--- src/rtl/register_uart_out_pkg.sv ---
// Shared types and widths for the register-to-UART output stage.
package register_uart_out_pkg;
   typedef enum logic [1:0] {UO_IDLE, UO_SEND, UO_DONE} uart_out_state_t;
   localparam int BYTE_W = 8;
   localparam int WORD_W = 32;
endpackage

--- src/rtl/register_uart_out_if.sv ---
// Issue-side controls and the byte handshake toward the UART transmitter.
interface register_uart_out_if;
   import register_uart_out_pkg::*;
   logic              distinct;
   logic              RegtoUART;
   logic [WORD_W-1:0] write_data;
   logic              output_ready;
   logic [BYTE_W-1:0] output_data;
   logic              output_valid;
   logic              pc_enable;
   logic              busy;

   modport master (output distinct, RegtoUART, write_data, output_ready,
                   input  output_data, output_valid, pc_enable, busy);
   modport slave  (input  distinct, RegtoUART, write_data, output_ready,
                   output output_data, output_valid, pc_enable, busy);
endinterface

--- src/rtl/register_uart_out_serializer.sv ---
// Word load/shift register presenting one byte at a time, with a remaining-byte counter.
module register_uart_out_serializer
   import register_uart_out_pkg::*;
#(
   parameter int BYTES_PER_WORD = 1,
   parameter bit BIG_ENDIAN     = 1'b1
) (
   input  logic              clk,
   input  logic              reset,
   input  logic              load,
   input  logic              shift,
   input  logic [WORD_W-1:0] data_in,
   output logic [BYTE_W-1:0] byte_out,
   output logic              last
);
   // Big-endian loads left-justify the used bytes so the first byte is always on top.
   localparam int LSH = WORD_W - BYTE_W * BYTES_PER_WORD;

   logic [WORD_W-1:0] sr;
   logic [1:0]        cnt;

   always_ff @(posedge clk) begin
      if (reset) begin
         sr  <= '0;
         cnt <= '0;
      end else if (load) begin
         sr  <= BIG_ENDIAN ? (data_in << LSH) : data_in;
         cnt <= 2'(BYTES_PER_WORD - 1);
      end else if (shift) begin
         sr  <= BIG_ENDIAN ? (sr << BYTE_W) : (sr >> BYTE_W);
         cnt <= cnt - 2'd1;
      end
   end

   assign byte_out = BIG_ENDIAN ? sr[WORD_W-1 -: BYTE_W] : sr[BYTE_W-1:0];
   assign last     = (cnt == 2'd0);
endmodule

--- src/rtl/register_uart_out.sv ---
// Output-register-to-UART stage: latches a register, streams its bytes, stalls the PC meanwhile.
module register_uart_out
   import register_uart_out_pkg::*;
#(
   parameter int BYTES_PER_WORD = 1,
   parameter bit BIG_ENDIAN     = 1'b1
) (
   input  logic               CLK,
   input  logic               reset,
   register_uart_out_if.slave bus
);
   uart_out_state_t state;
   logic            req_buf;
   logic            valid_r, pc_en_r, busy_r;
   logic            load, shift, last, xfer;

   assign xfer  = valid_r && bus.output_ready;
   assign load  = (state == UO_IDLE) && bus.RegtoUART && !req_buf;
   assign shift = (state == UO_SEND) && xfer && !last;

   register_uart_out_serializer #(
      .BYTES_PER_WORD(BYTES_PER_WORD),
      .BIG_ENDIAN    (BIG_ENDIAN)
   ) u_ser (
      .clk     (CLK),
      .reset   (reset),
      .load    (load),
      .shift   (shift),
      .data_in (bus.write_data),
      .byte_out(bus.output_data),
      .last    (last)
   );

   // req_buf remembers a request already served so a held RegtoUART sends only once.
   always_ff @(posedge CLK) begin
      if (reset) begin
         state   <= UO_IDLE;
         req_buf <= 1'b0;
         valid_r <= 1'b0;
         pc_en_r <= 1'b1;
         busy_r  <= 1'b0;
      end else begin
         case (state)
            UO_IDLE: begin
               if (bus.RegtoUART && !req_buf) begin
                  req_buf <= 1'b1;
                  valid_r <= 1'b1;
                  pc_en_r <= 1'b0;
                  busy_r  <= 1'b1;
                  state   <= UO_SEND;
               end else if (!bus.RegtoUART) begin
                  req_buf <= 1'b0;
               end
            end
            UO_SEND: begin
               if (xfer && last) begin
                  valid_r <= 1'b0;
                  pc_en_r <= 1'b1;
                  busy_r  <= 1'b0;
                  state   <= UO_DONE;
               end
            end
            UO_DONE: begin
               if (bus.distinct) begin
                  req_buf <= 1'b0;
                  state   <= UO_IDLE;
               end
            end
            default: state <= UO_IDLE;
         endcase
      end
   end

   assign bus.output_valid = valid_r;
   assign bus.pc_enable    = pc_en_r;
   assign bus.busy         = busy_r;
endmodule
--- src/flat_wrapper.sv ---
// flat-port wrapper written by rule: the top's interface ports become plain ports
module register_uart_out_flat import register_uart_out_pkg::*;
#(
   parameter int BYTES_PER_WORD = 1,
   parameter bit BIG_ENDIAN     = 1'b1
)
  (CLK, reset, bus_distinct, bus_RegtoUART, bus_write_data, bus_output_ready, bus_output_data, bus_output_valid, bus_pc_enable, bus_busy);
  register_uart_out_if bus_i ();
  input  logic CLK;
  input  logic reset;
  input wire logic [$bits(bus_i.distinct)-1:0] bus_distinct;
  input wire logic [$bits(bus_i.RegtoUART)-1:0] bus_RegtoUART;
  input wire logic [$bits(bus_i.write_data)-1:0] bus_write_data;
  input wire logic [$bits(bus_i.output_ready)-1:0] bus_output_ready;
  output wire logic [$bits(bus_i.output_data)-1:0] bus_output_data;
  output wire logic [$bits(bus_i.output_valid)-1:0] bus_output_valid;
  output wire logic [$bits(bus_i.pc_enable)-1:0] bus_pc_enable;
  output wire logic [$bits(bus_i.busy)-1:0] bus_busy;
  assign bus_i.distinct = bus_distinct;
  assign bus_i.RegtoUART = bus_RegtoUART;
  assign bus_i.write_data = bus_write_data;
  assign bus_i.output_ready = bus_output_ready;
  assign bus_output_data = bus_i.output_data;
  assign bus_output_valid = bus_i.output_valid;
  assign bus_pc_enable = bus_i.pc_enable;
  assign bus_busy = bus_i.busy;
  register_uart_out #(.BYTES_PER_WORD(BYTES_PER_WORD), .BIG_ENDIAN(BIG_ENDIAN)) u_core (.CLK(CLK), .reset(reset), .bus(bus_i));
endmodule
--- config.mk ---
export PLATFORM = sky130hd
export DESIGN_NAME = register_uart_out_flat
export DESIGN_NICKNAME = d
export VERILOG_FILES = /design/src/rtl/register_uart_out_pkg.sv /design/src/rtl/register_uart_out_if.sv /design/src/rtl/register_uart_out_serializer.sv /design/src/rtl/register_uart_out.sv /design/src/flat_wrapper.sv
export SDC_FILE = /design/constraint.sdc
export NUM_CORES = 1
export LEC_CHECK = 0
export ABC_AREA = 1
export BUFFER_PORTS_ARGS = -buffer_cell sky130_fd_sc_hd__buf_2
export CAP_MARGIN = 20
export CORE_AREA = 8 8 50 52
export DETAILED_ROUTE_END_ITERATION = 8
export DIE_AREA = 0 0 58 60
export PLACE_DENSITY = 0.74
export SYNTH_ARGS = -nofsm -noshare
export SYNTH_HDL_FRONTEND = slang
export SYNTH_HIERARCHICAL = 1
export SYNTH_SLANG_ARGS = --single-unit
export TNS_END_PERCENT = 5
--- constraint.sdc ---
create_clock -name CLK -period 1.6 [get_ports CLK]
set_input_delay 0.32 -clock CLK [delete_from_list [all_inputs] [get_ports CLK]]
set_output_delay 0.32 -clock CLK [all_outputs]
set_load 0.01 [all_outputs]
# After elaboration in Yosys (flattened, before gate mapping)
# Cells that the tools add are included.
word_totals:
  ff_bits: 15
  inputBits: 37
  wordCells: 47
classes:
  addsub: 1
  n_eq_ne: 6
  mux: 16
  n_reduce_logical: 18
op_table:
  columns: ["cell", "count"]
  rows:
  - ["$mux W32", 2]
  - ["$reduce_and A3 Y1", 3]
  - ["$logic_and A1 B1 Y1", 7]
  - ["$mux W1", 7]
  - ["$mux W2", 3]
  - ["$ne A2 B2 Y1 const B", 3]
  - ["$pmux W1 S2", 3]
  - ["$pmux W2 S3", 1]
  - ["$reduce_bool A2 Y1", 3]
  - ["$logic_not A2 Y1", 2]
  - ["$ne A3 B3 Y1 const B", 1]
  - ["$eq A2 B1 Y1 const B", 1]
  - ["$eq A2 B2 Y1 const B", 1]
  - ["$logic_not A1 Y1", 2]
  - ["$reduce_or A2 Y1", 1]
  - ["$sub A2 B1 Y2 const B", 1]

# Longest topological paths before layout
# Gate-level depths: netlist (run 1).
depth:
  ltp_word: 5
  depth_mapped: 8
  depth_no_buf: 7

# By module
# The synthesis (run 1) kept the hierarchy.
modules_own_cells:
  columns: ["mod", "n_inst", "cells_per_inst", "area_per_inst_um2", "seq_area_each_um2"]
  rows:
  - ["register_uart_out_serializer", 1, 48, 384.1, 200.2]
  - ["register_uart_out", 1, 32, 235.2, 100.1]

# Worst setup path after synthesis (run 1)
# OpenSTA, ideal clock, no wires.
synth_timing:
  path_kind: "register to register"
  start: "reg u_core.u_ser.cnt[0]"
  end: "reg u_core.u_ser.sr[24]"
  setup_time_ns: 0.118
  t_arrival_ns: 1.267
  t_required_ns: 1.482
  slack_ns: 0.215
  path_stages_with_launch: 7
  path_buffers: 0
  synth_period_minus_slack_ns: 1.385
  cell_sequence: "dfxtp_1 -> inv_1 -> ha_1 -> nor3_1 -> nor2_4 -> nand2_1 -> a21oi_1"
synth_via:
  elab_chain_cells: 4
synth_rtl:
  columns: ["element", "line_no", "rtl"]
  rows:
  - ["start: declaration", "register_uart_out_serializer.sv:20", "logic [1:0] cnt;"]
  - ["start signal: assignment", "register_uart_out_serializer.sv:28", "cnt <= 2'(BYTES_PER_WORD - 1);"]
  - ["start signal: assignment", "register_uart_out_serializer.sv:31", "cnt <= cnt - 2'd1;"]
  - ["$logic_not A2 Y1", "register_uart_out_serializer.sv:36", "assign last = (cnt == 2'd0);"]
  - ["named net u_core.last", "register_uart_out.sv:15", "logic load, shift, last, xfer;"]
  - ["$logic_not A1 Y1", "register_uart_out.sv:19", "assign shift = (state == UO_SEND) && xfer && !last;"]
  - ["$logic_and A1 B1 Y1", "register_uart_out.sv:19", null]
  - ["named net u_core.shift", "register_uart_out.sv:15", null]
  - ["$reduce_bool A2 Y1 (no line)", null, null]
  - ["end signal: assignment", "register_uart_out_serializer.sv:27", "sr <= BIG_ENDIAN ? (data_in << LSH) : data_in;"]
  - ["end signal: assignment", "register_uart_out_serializer.sv:30", "sr <= BIG_ENDIAN ? (sr << BYTE_W) : (sr >> BYTE_W);"]
  - ["end: declaration", "register_uart_out_serializer.sv:19", "logic [WORD_W-1:0] sr;"]
# The timed path passes the listed nets, and every way through them passes these cells.
# A chain may end at the register's enable or synchronous reset.

# Final worst setup path (run 1)
layout_timing:
  start: "reg u_core.state[0]"
  end: "reg u_core.u_ser.sr[31]"
layout_via:
  elab_chain_cells: 4
  elab_cells_between_ends: 8
  classes_between: "eq/ne: 1; mux: 1; reduce/logical: 6"
layout_rtl:
  columns: ["element", "line_no", "rtl"]
  rows:
  - ["start: declaration", "register_uart_out.sv:12", "uart_out_state_t state;"]
  - ["start signal: assignment", "register_uart_out.sv:37", "state <= UO_IDLE;"]
  - ["start signal: assignment", "register_uart_out.sv:50", "state <= UO_SEND;"]
  - ["start signal: assignment", "register_uart_out.sv:60", "state <= UO_DONE;"]
  - ["$logic_not A2 Y1 *", "register_uart_out.sv:18", "assign load = (state == UO_IDLE) && bus.RegtoUART && !req_buf;"]
  - ["$logic_and A1 B1 Y1 * (2 in a row)", "register_uart_out.sv:18", null]
  - ["named net u_core.load", "register_uart_out.sv:15", null]
  - ["$mux W32 or $reduce_bool A2 Y1 (tied branches)", null, null]
# Mark *: on every way through the listed nets, which the timed path passes. The rest lies on a longest branch.

==> results_dict.tcl, run 1 <==
set metrics [dict create \
    timing.final.crit_period_ps 1290 \
    relSlewSlack_pct 76.2 \
    hold_buffers 0 \
    drt-total-wl_mm 1.27 \
    n_fill_cell 194 \
    ys_seq_area_share_pct 48.5 \
    htree_levels 1 \
    maxCapViolCount 0 \
    final_layout_size_suffix_gt1_share_pct 31.4 \
    status "completed" \
    core_sq_mm 0.00180 \
    pin_count 48 \
    endpoint_kind "flip-flop" \
    cts_sinks 15 \
    fin_crit_sh_pct 80.7 \
    dr_wl_met2_um 672 \
    drt-met1-wl_um 530 \
    cp.required_ps 1810 \
    remaining_drc_errors 0 \
    gp_congestion 0.769 \
    power.density_mw_per_mm2 963 \
    p_total_w 0.000739 \
    maxUsedRoutingLayer "met4" \
    final_antenna_net_count 0 \
    grt_pass1_vias 529 \
    syn2layout_area_growth_pct 23.8 \
    vdd_drop_max_v 0.000443 \
    hold_path_class "input port to flip-flop" \
    dieArea_sq_mm 0.00348 \
    start_util_pct 34.4 \
    die_w_um 58 \
    synth_nets 118 \
    routedWlPerCell_um 10.3 \
    rsz0062_at_grt "no" \
    synth_seq_cells 15 \
    overflow 0 \
    syn_inst 80 \
    dr.pass1.iters 4 \
    skew_ps 1.79 \
    first_iter_violations 15 \
    avgSynthCellArea_sq_um 7.74 \
    grt_antenna_before_repair 0 \
    p_leak_nw 0.358 \
    vias_per_cell 4.53 \
    start_kind "flip-flop" \
    cts_resized 0 \
    cp_max_fo 10 \
    hpwl_um 987 \
    port_buffers 23 \
    worst-setup-path-type "flip-flop to flip-flop" \
    arrival_ps 1500 \
    cts_tree "done" \
    wl_met3_um 39 \
    netlist-cell-type-count 20 \
    final-hold-violation-count 0 \
    clock.fmax_ghz 0.774 \
    cts_buffers 3 \
    num_vias 557 \
    insertion_delay_ps 270 \
    die-height_um 60 \
    fin_nets 144 \
    slew_viol_final 0 \
    setup_violations 0 \
    path_clk_slew_ps 80 \
    max_slew.worst_pin.slew_ps 356 \
    clockBufferDepth 2 \
    antenna_cells 0 \
    synth_warnings 6 \
    cts_root_buf "clkbuf_4" \
    rows 16 \
    grt_max_degree 15 \
    fin_tns_setup_ps 0 \
    synth_area_sq_um 619 \
    cts_setup_buffers 0 \
    grt_util_all_layers_pct 7.56 \
    grt_first_pass_wirelength_mm 2.06 \
]
[cell usage after synthesis, drive strengths merged]
master,number,area (sq um)
xnor2,1,8.76
a21oi,11,55.1
o21bai,1,7.51
buf,3,23.8
nand3,3,20.0
nor2,8,42.5
nor3,3,15.0
inv,10,37.5
o21ai,3,15.0
nand2,21,81.3
dfxtp,15,300
ha,1,12.5
[cells by family after synthesis]
kind of cell	count (synthesis)	share of synthesized area, %
xor+xnor	1	1.41
simple gates	35	25.7
flops	15	48.5
compound gates	15	12.5
fa+ha+maj	1	2.02
buf+inv	13	9.90
[registers in the layout (all words and copies together), names as in the netlist]
name	flops
u_core/u_ser/sr	8
u_core/state	2
u_core/u_ser/cnt	2
u_core/bus.busy	1
u_core/bus.pc_enable	1
u_core/req_buf	1
[layout by cell type, fill, tap and decap left out, types with 2 or more instances in the layout]
| cell type | count |
|---|---|
| nor2_2 | 2 |
| nor2_1 | 5 |
| dfxtp_1 | 15 |
| buf_2 | 23 |
| clkbuf_4 | 3 |
| o21ai_1 | 2 |
| nor3_1 | 3 |
| nand2_1 | 20 |
| a21oi_1 | 11 |
| inv_1 | 9 |
| nand3_1 | 2 |
[worst max-delay path, stage by stage (launching register included)]
cell and delay, ps:
dfxtp_1 420, inv_1 90, nand3_2 110, inv_1 180
nor2_4 230, nand2_1 80, a21oi_1 130
[power by group]
part           total, W  internal (W)  switching, W
registers      0.000412      0.000398     0.0000146
logic          0.000121     0.0000499     0.0000714
clock network  0.000206     0.0000964      0.000109
[through the flow]
stage / utilization (%) / cell area [sq um] / hold WS (ps) / setup WS (ps) / instances
floorplan: - / 619 / 387 / 215 / 80
global placement: 41.1 / 741 / 442 / 304 / 119
detailed placement: 41.1 / 741 / 451 / 248 / 119
CTS: 42.6 / 767 / 282 / 279 / 123
global route: 42.6 / 767 / 289 / 163 / 123
finish: 42.6 / 767 / 293 / 308 / 123
[metal layers]
metal | up-vias | track usage, %
li1 | 301 | -
met4 | 0 | 7.34
met3 | 2 | 1.08
met5 | - | 0
met2 | 13 | 13.5
met1 | 241 | 7.27
[final cells by class]
type	count	area (sq um)	area share, %
flip-flops and latches	15	300	39.2
multi-input cells	52	258	33.6
repair buffers	24	123	16.0
inverters	10	37.5	4.89
clock buffers	4	26.3	3.43
well taps	18	22.5	2.94
[worst paths after layout]
| path | from | end | slack, ps | cells after the start |
|---|---|---|---|---|
| setup / recovery | u_core/state[0]$_SDFFE_PP0P_ | u_core/u_ser/sr[31]$_SDFFE_PP0P_ | 310 | 6 |
| hold / removal | bus_write_data[3] | u_core/u_ser/sr[27]$_SDFFE_PP0P_ | 290 | 3 |
| setup reg to reg | u_core/state[0]$_SDFFE_PP0P_ | u_core/u_ser/sr[31]$_SDFFE_PP0P_ | 310 | 6 |
| hold reg to reg | u_core/u_ser/sr[29]$_SDFFE_PP0P_ | u_core/u_ser/sr[29]$_SDFFE_PP0P_ | 460 | 2 |
(Power assumes the default switching activity.)
==> run 2, diff against run 1 <==
--- a/config.mk
+++ b/config.mk
@@ -5,13 +5,13 @@
 export SDC_FILE = /design/constraint.sdc
 export NUM_CORES = 1
 export LEC_CHECK = 0
-export ABC_AREA = 1
+export ABC_AREA = 0
 export BUFFER_PORTS_ARGS = -buffer_cell sky130_fd_sc_hd__buf_2
 export CAP_MARGIN = 20
-export CORE_AREA = 8 8 50 52
+export CORE_AREA = 8 8 52 54
 export DETAILED_ROUTE_END_ITERATION = 8
-export DIE_AREA = 0 0 58 60
-export PLACE_DENSITY = 0.74
+export DIE_AREA = 0 0 60 62
+export PLACE_DENSITY = 0.73
 export SYNTH_ARGS = -nofsm -noshare
 export SYNTH_HDL_FRONTEND = slang
 export SYNTH_HIERARCHICAL = 1
==> constraint.sdc (replaced) <==
create_clock -name CLK -period 1.3 [get_ports CLK]
set_input_delay 0.26 -clock CLK [delete_from_list [all_inputs] [get_ports CLK]]
set_output_delay 0.26 -clock CLK [all_outputs]
set_load 0.01 [all_outputs]
==> run 2 against run 1 <==
Clock skew barely moved. Sequential share of layout area shrank 8.5 points. Global-route usage up 1.8 points. First-iteration DRC count is 80% lower. Via count is 8.4% higher. Flip-flop and latch count is the same. Cell area rose by 28%. Clock power increased by 29%. Sequential power rose by 24%. Register-to-register slack got worse by 250 ps.
==> results_dict.tcl, run 2 <==
set metrics [dict create \
    cp_max_fo 5 \
    fin_nets 146 \
    largest_reg_flops 8 \
    grt_pass1_vias 632 \
    relSlewSlack_pct 81.6 \
    cp.required_ps 1470 \
    hpwl_mm 1.23 \
    path_common_cell "buf_6" \
    power_frac_comb_pct 23.8 \
    gp_congestion 0.709 \
    cts_buffers 3 \
    async_reset_ff_share_pct 0 \
    max_slew.worst_pin.slew_ps 275 \
    avgSynthCellArea_sq_um 9.89 \
    dr_wl_met2_um 802 \
    start_kind "flip-flop" \
    synth_seq_cells 15 \
    grt_max_degree 11 \
    wl_met3_um 119 \
    grt_util_all_layers_pct 9.39 \
    final_layout_size_suffix_gt1_share_pct 55.1 \
    yosysTopAreaCell "dfxtp_1" \
    final_cell_mix "23 x buf_2, 14 x dfxtp_1, 9 x buf_4, 9 x inv_1, 9 x nand2_1" \
    overflow 0 \
    regArea_sq_um 302 \
    seq_power_share_pct 50.1 \
    maxCapViolCount 0 \
    skew_ps 2.00 \
    vias_per_cell 4.51 \
    synth_top_area_share_pct 42.2 \
    worstRegToRegCells 5 \
    p_total_w 0.00101 \
    start_util_pct 37.4 \
    hold_buffers 0 \
    power.density_mw_per_mm2 1030 \
    arrival_ps 1420 \
    worst-setup-path-type "flip-flop to flip-flop" \
    final_antenna_net_count 0 \
    netlist_top_cells_count "15 x dfxtp_1, 9 x inv_1, 9 x nand2_1" \
    synthXorXnorAreaFrac_pct 1.23 \
    pin_count 48 \
    p_int_w 0.000739 \
    die_w_um 60 \
    drt-total-wl_mm 1.57 \
    final-hold-violation-count 0 \
    vdd_drop_max_v 0.000904 \
    core_sq_mm 0.00190 \
    cts_root_buf "clkbuf_4" \
    syn_inst 72 \
    synth_compound_area_share_pct 21.6 \
    status "completed" \
    synth-simple-area-share_pct 22.0 \
    die-height_um 62 \
    synth_ff_type "dfxtp_1" \
    synth_top_family_by_area "simple AND/OR/NAND/NOR gates" \
    fin_crit_sh_pct 95.8 \
    drt-met1-wl_um 639 \
    path_cells "buf_6 -> nor4b_4 -> or2_4 -> buf_6 -> o32ai_2" \
    min_from "reset" \
    crit_buf_inv 2 \
    clockBufferDepth 2 \
    cts_sinks 15 \
    first_iter_violations 3 \
    multi_input_area_sq_um 362 \
    mostFrequentLayoutCell "buf_2" \
    reg_top3 "u_core/u_ser/sr (8), u_core/state (2), u_core/u_ser/cnt (2)" \
    r2r_slack_ps 50 \
    htree_levels 1 \
    pwr-share-clk_pct 26.1 \
    grt_first_pass_wirelength_mm 2.67 \
    fin_hold_ws_ps 204 \
    synth.area.mux_share_pct 0 \
    num_vias 604 \
    ys_seq_area_share_pct 42.2 \
    synth_warnings 6 \
    routedWlPerCell_um 11.7 \
    synth_fa_ha_area_share_pct 1.76 \
    ys_top_cells_by_area "dfxtp_1 42%, o32ai_2 14%, inv_1 4.7%, nand2_1 4.7%, buf_6 4.7%" \
    remaining_drc_errors 0 \
    clock.fmax_ghz 0.803 \
    endpoint_kind "flip-flop" \
    largest-register "u_core/u_ser/sr" \
    timing.rr.end "u_core/u_ser/sr[24]$_SDFFE_PP0P_" \
    holdPathStages 2 \
    fin_tns_setup_ps 0 \
    hold_path_class "input port to flip-flop" \
    cts_tree "done" \
    rsz0062_at_grt "yes" \
    synth_area_sq_um 712 \
    setup_violations 0 \
    dieArea_sq_mm 0.00372 \
    power_switching_w 0.000276 \
    yosysMostFrequentCell "dfxtp_1" \
    syn2layout_area_growth_pct 38.3 \
    path_clk_slew_ps 90 \
    n_fill_cell 174 \
    rows 16 \
    insertion_delay_ps 280 \
    netlist-cell-type-count 23 \
    r2r-start "u_core/state[1]$_SDFFE_PP0P_" \
    dr.pass1.iters 3 \
    critPathTopFamily "simple AND/OR/NAND/NOR gates" \
    maxUsedRoutingLayer "met4" \
    synth_nets 110 \
    antenna_cells 0 \
    slew_viol_final 0 \
    p_sw_share_pct 27.2 \
    port_buffers 23 \
    hold_path_end "u_core/state[1]$_SDFFE_PP0P_" \
    slowest_stage "dfxtp_2" \
    synth_edf_count 0 \
    timing.final.crit_period_ps 1250 \
    max_stage_delay_ps 330 \
    p_leak_nw 0.426 \
    grt_antenna_before_repair 0 \
]
run 2: cell types whose count changed after synthesis, moves of 2 or more:
cell | previous run | this run
buf_6 | 1 | 3
nor2_2 | 2 | 0
a21oi_1 | 11 | 6
o32ai_2 | 0 | 6
o21ai_1 | 2 | 0
nor3_1 | 3 | 0
or3b_1 | 0 | 2
nand2_1 | 20 | 9
run 2: worst max-delay path by stage:
stage / start / endpoint / slack (ps) / cells after the start
3_3_place_gp: u_core/state[1]$_SDFFE_PP0P_ / u_core/u_ser/sr[27]$_SDFFE_PP0P_ / -30 / 5
4_1_cts: u_core/state[1]$_SDFFE_PP0P_ / u_core/u_ser/sr[31]$_SDFFE_PP0P_ / 7 / 5
6_report: u_core/state[1]$_SDFFE_PP0P_ / u_core/u_ser/sr[24]$_SDFFE_PP0P_ / 50 / 5
2_1_floorplan: u_core/state[1]$_SDFFE_PP0P_ / u_core/u_ser/sr[25]$_SDFFE_PP0P_ / -40 / 6
3_5_place_dp: u_core/state[1]$_SDFFE_PP0P_ / u_core/u_ser/sr[24]$_SDFFE_PP0P_ / -60 / 5
5_1_grt: u_core/state[1]$_SDFFE_PP0P_ / u_core/u_ser/sr[24]$_SDFFE_PP0P_ / -10 / 5
run 2: power by group through the flow:
stage / combinational, W / clock (W) / sequential, W
floorplan: 0.000113 / 0 / 0.000540
global placement: 0.000218 / 0 / 0.000519
detailed placement: 0.000225 / 0 / 0.000519
CTS: 0.000226 / 0.000277 / 0.000509
global route: 0.000263 / 0.000298 / 0.000513
finish: 0.000241 / 0.000265 / 0.000509
run 2: kinds of logic (layout without fill, tap and decap cells):
kind of cell | after synthesis | in the layout
AO/OA/AOI/OAI | 15 | 15
buffers and inverters | 14 | 49
XOR/XNOR | 1 | 1
AND/OR/NAND/NOR | 26 | 26
flip-flops | 15 | 15
adder cells (fa/ha/maj) | 1 | 1
run 2: per-stage QoR:
stage / area (sq um) / utilization (%) / setup WS [ps] / cells
2_1_floorplan: 721 / - / -43.3 / 72
3_3_place_gp: 913 / 48.0 / -32.1 / 129
3_5_place_dp: 913 / 48.0 / -59.5 / 129
4_1_cts: 945 / 49.7 / 6.97 / 133
5_1_grt: 985 / 51.8 / -11.5 / 134
6_report: 985 / 51.8 / 54.2 / 134
run 2: layer usage:
layer / GRT usage, % / vias up
li1: - / 311
met5: 0 / -
met3: 4.32 / 2
met2: 16.6 / 13
met4: 2.04 / 0
met1: 10.0 / 278
run 2: repair_timing:
action | in CTS | in global routing
gates resized for setup | 1 | 10
setup endpoints to repair | 6 | 10
pin swaps | 1 | 5
hold endpoints to repair | 0 | 0
buffers inserted | 0 | 1
run 2: final cells by class:
type | count | share of cell area [%]
clock buffer | 4 | 2.67
inverter | 9 | 3.43
multi-input combinational | 43 | 36.7
sequential | 15 | 30.6
tap | 27 | 3.43
timing repair buffer | 36 | 23.1
run 2: worst reg2reg max path: stages, from the launching register on:
cell and delay, ps:
dfxtp_2 330, buf_6 120, nor4b_4 310, or2_4 190, buf_6 120, o32ai_2 70
==> run 3, diff against run 2 <==
--- a/config.mk
+++ b/config.mk
@@ -8,10 +8,10 @@
 export ABC_AREA = 0
 export BUFFER_PORTS_ARGS = -buffer_cell sky130_fd_sc_hd__buf_2
 export CAP_MARGIN = 20
-export CORE_AREA = 8 8 52 54
+export CORE_AREA = 8 8 58 48
 export DETAILED_ROUTE_END_ITERATION = 8
-export DIE_AREA = 0 0 60 62
-export PLACE_DENSITY = 0.73
+export DIE_AREA = 0 0 66 56
+export PLACE_DENSITY = 0.75
 export SYNTH_ARGS = -nofsm -noshare
 export SYNTH_HDL_FRONTEND = slang
 export SYNTH_HIERARCHICAL = 1
==> run 3 against run 2 <==
The flow now finishes with violations (negative setup slack). Flip-flop and latch count unchanged. Total power barely moved. Combinational power is 2% lower. Worst hold slack better by 22 ps. Critical path type unchanged. Largest power group unchanged.
==> results_dict.tcl, run 3 (synthesis results as in run 2) <==
set metrics [dict create \
    status "finished, violations left" \
    violations "negative setup slack" \
    fin_nets 145 \
    endpoint_kind "flip-flop" \
    pin_count 48 \
    die-height_um 56 \
    cp.required_ps 1470 \
    rsz0062_at_grt "yes" \
    num_vias 596 \
    path_cells "buf_6 -> nor4b_4 -> or2_1 -> buf_12 -> o32ai_2" \
    vdd_drop_max_v 0.000549 \
    first_iter_violations 9 \
    largest_reg_flops 8 \
    setup_violations 6 \
    hold_path_class "input port to flip-flop" \
    cts_setup_buffers 0 \
    mostFrequentLayoutCell "buf_2" \
    overflow 0 \
    final-hold-violation-count 0 \
    relSlewSlack_pct 78.1 \
    drt-total-wl_mm 1.57 \
    final_cell_mix "23 x buf_2, 13 x dfxtp_1, 9 x inv_1, 9 x nand2_1, 8 x buf_4" \
    rows 14 \
    die_w_um 66 \
    max_stage_delay_ps 350 \
    start_kind "flip-flop" \
    grt_first_pass_wirelength_mm 2.92 \
    n_fill_cell 192 \
    dp.cells 126 \
    cts_root_buf "clkbuf_4" \
    grt_antenna_before_repair 0 \
    final_antenna_net_count 0 \
    clockBufferDepth 2 \
    largest-register "u_core/u_ser/sr" \
    timing.final.crit_period_ps 1310 \
    dr.pass1.iters 3 \
    gp_congestion 0.802 \
    hpwl_mm 1.27 \
    final_layout_size_suffix_gt1_share_pct 50.9 \
    port_buffers 23 \
    reg_top3 "u_core/u_ser/sr (8), u_core/state (2), u_core/u_ser/cnt (2)" \
    remaining_drc_errors 0 \
    syn2layout_area_growth_pct 35.3 \
    worst-setup-path-type "flip-flop to flip-flop" \
    hold_buffers 0 \
    fin_hold_ws_ps 226 \
    cts_buffers 3 \
    finalNonFillerCells 130 \
    p_leak_nw 0.417 \
    grt_util_all_layers_pct 9.87 \
    vias_per_cell 4.58 \
    dieArea_sq_mm 0.00370 \
    maxCapViolCount 0 \
    antenna_cells 0 \
    clock.fmax_ghz 0.761 \
    cts_tree "done" \
    arrival_ps 1490 \
    max_slew.worst_pin.slew_ps 328 \
    skew_ps 3.41 \
    start_util_pct 37.6 \
    core_sq_mm 0.00189 \
    power.density_mw_per_mm2 1050 \
    cts_sinks 15 \
    path_clk_slew_ps 90 \
    insertion_delay_ps 280 \
    setup_ws_ps -13.5 \
    slowest_stage "nor4b_4" \
    grt_pass1_vias 690 \
    crit_buf_inv 2 \
    htree_levels 1 \
    grt_max_degree 10 \
    cp_max_fo 8 \
    slew_viol_final 0 \
    critPathTopFamily "simple AND/OR/NAND/NOR gates" \
    fin_util_pct 50.9 \
    routedWlPerCell_um 12.1 \
    fin_tns_setup_ps -58.5 \
    fin_crit_sh_pct 101 \
]
run 3: changes by cell type in the layout (fill, tap and decap cells not counted), moves of 2 or more:
cell | previous run | this run
a21oi_1 | 4 | 6
a21oi_2 | 2 | 0
or3b_1 | 0 | 2
or3b_4 | 2 | 0
run 3: power by group:
group / internal [W] / total [W] / switching [W]
registers: 0.000494 / 0.000512 / 0.0000185
clock network: 0.000119 / 0.000266 / 0.000147
logic: 0.000126 / 0.000236 / 0.000110
total: 0.000739 / 0.00101 / 0.000275
run 3: cell type report:
class                   instances  area (sq um)  area share, %
clock buffers                   4          26.3           2.73
inverters                       9          33.8           3.51
multi-input cells              43           342           35.5
flip-flops and latches         15           303           31.4
well taps                      24          30.0           3.12
repair buffers                 35           229           23.8
run 3: through the flow:
stage / cell area (sq um) / setup WS (ps) / power [W]
6_report: 963 / -13.5 / 0.00101
4_1_cts: 956 / -14.4 / 0.00103
3_3_place_gp: 922 / 6.26 / 0.000749
2_1_floorplan: 721 / -43.3 / 0.000653
5_1_grt: 963 / -74.5 / 0.00107
3_5_place_dp: 922 / -31.6 / 0.000757
run 3: layer usage:
layer / wire (um) / track usage, %
met5: 0 / 0
met4: 27 / 6.38
met3: 30 / 1.81
met2: 823 / 17.6
met1: 687 / 10.1
run 3: what timing repair did:
action | in CTS | in global routing
pin swaps | 2 | 3
endpoints found under the hold margin | 0 | 0
resized for setup | 2 | 3
endpoints found under the setup margin | 10 | 12
run 3: worst reg2reg max path: cells and delay by family, from the launching register on:
family	cells	cell delay [ps]
compound gates	1	70
simple gates	2	550
flops	1	330
buf+inv	2	260
run 3: path summary, 6_finish.rpt:
path                                          from                                to  slack (ps)  cells past startpoint
setup / recovery      u_core/state[1]$_SDFFE_PP0P_  u_core/u_ser/sr[24]$_SDFFE_PP0P_         -10                      5
hold / removal                   bus_write_data[7]  u_core/u_ser/sr[31]$_SDFFE_PP0P_         230                      3
setup reg to reg      u_core/state[1]$_SDFFE_PP0P_  u_core/u_ser/sr[24]$_SDFFE_PP0P_         -10                      5
hold reg to reg   u_core/u_ser/sr[30]$_SDFFE_PP0P_  u_core/u_ser/sr[30]$_SDFFE_PP0P_         490                      2
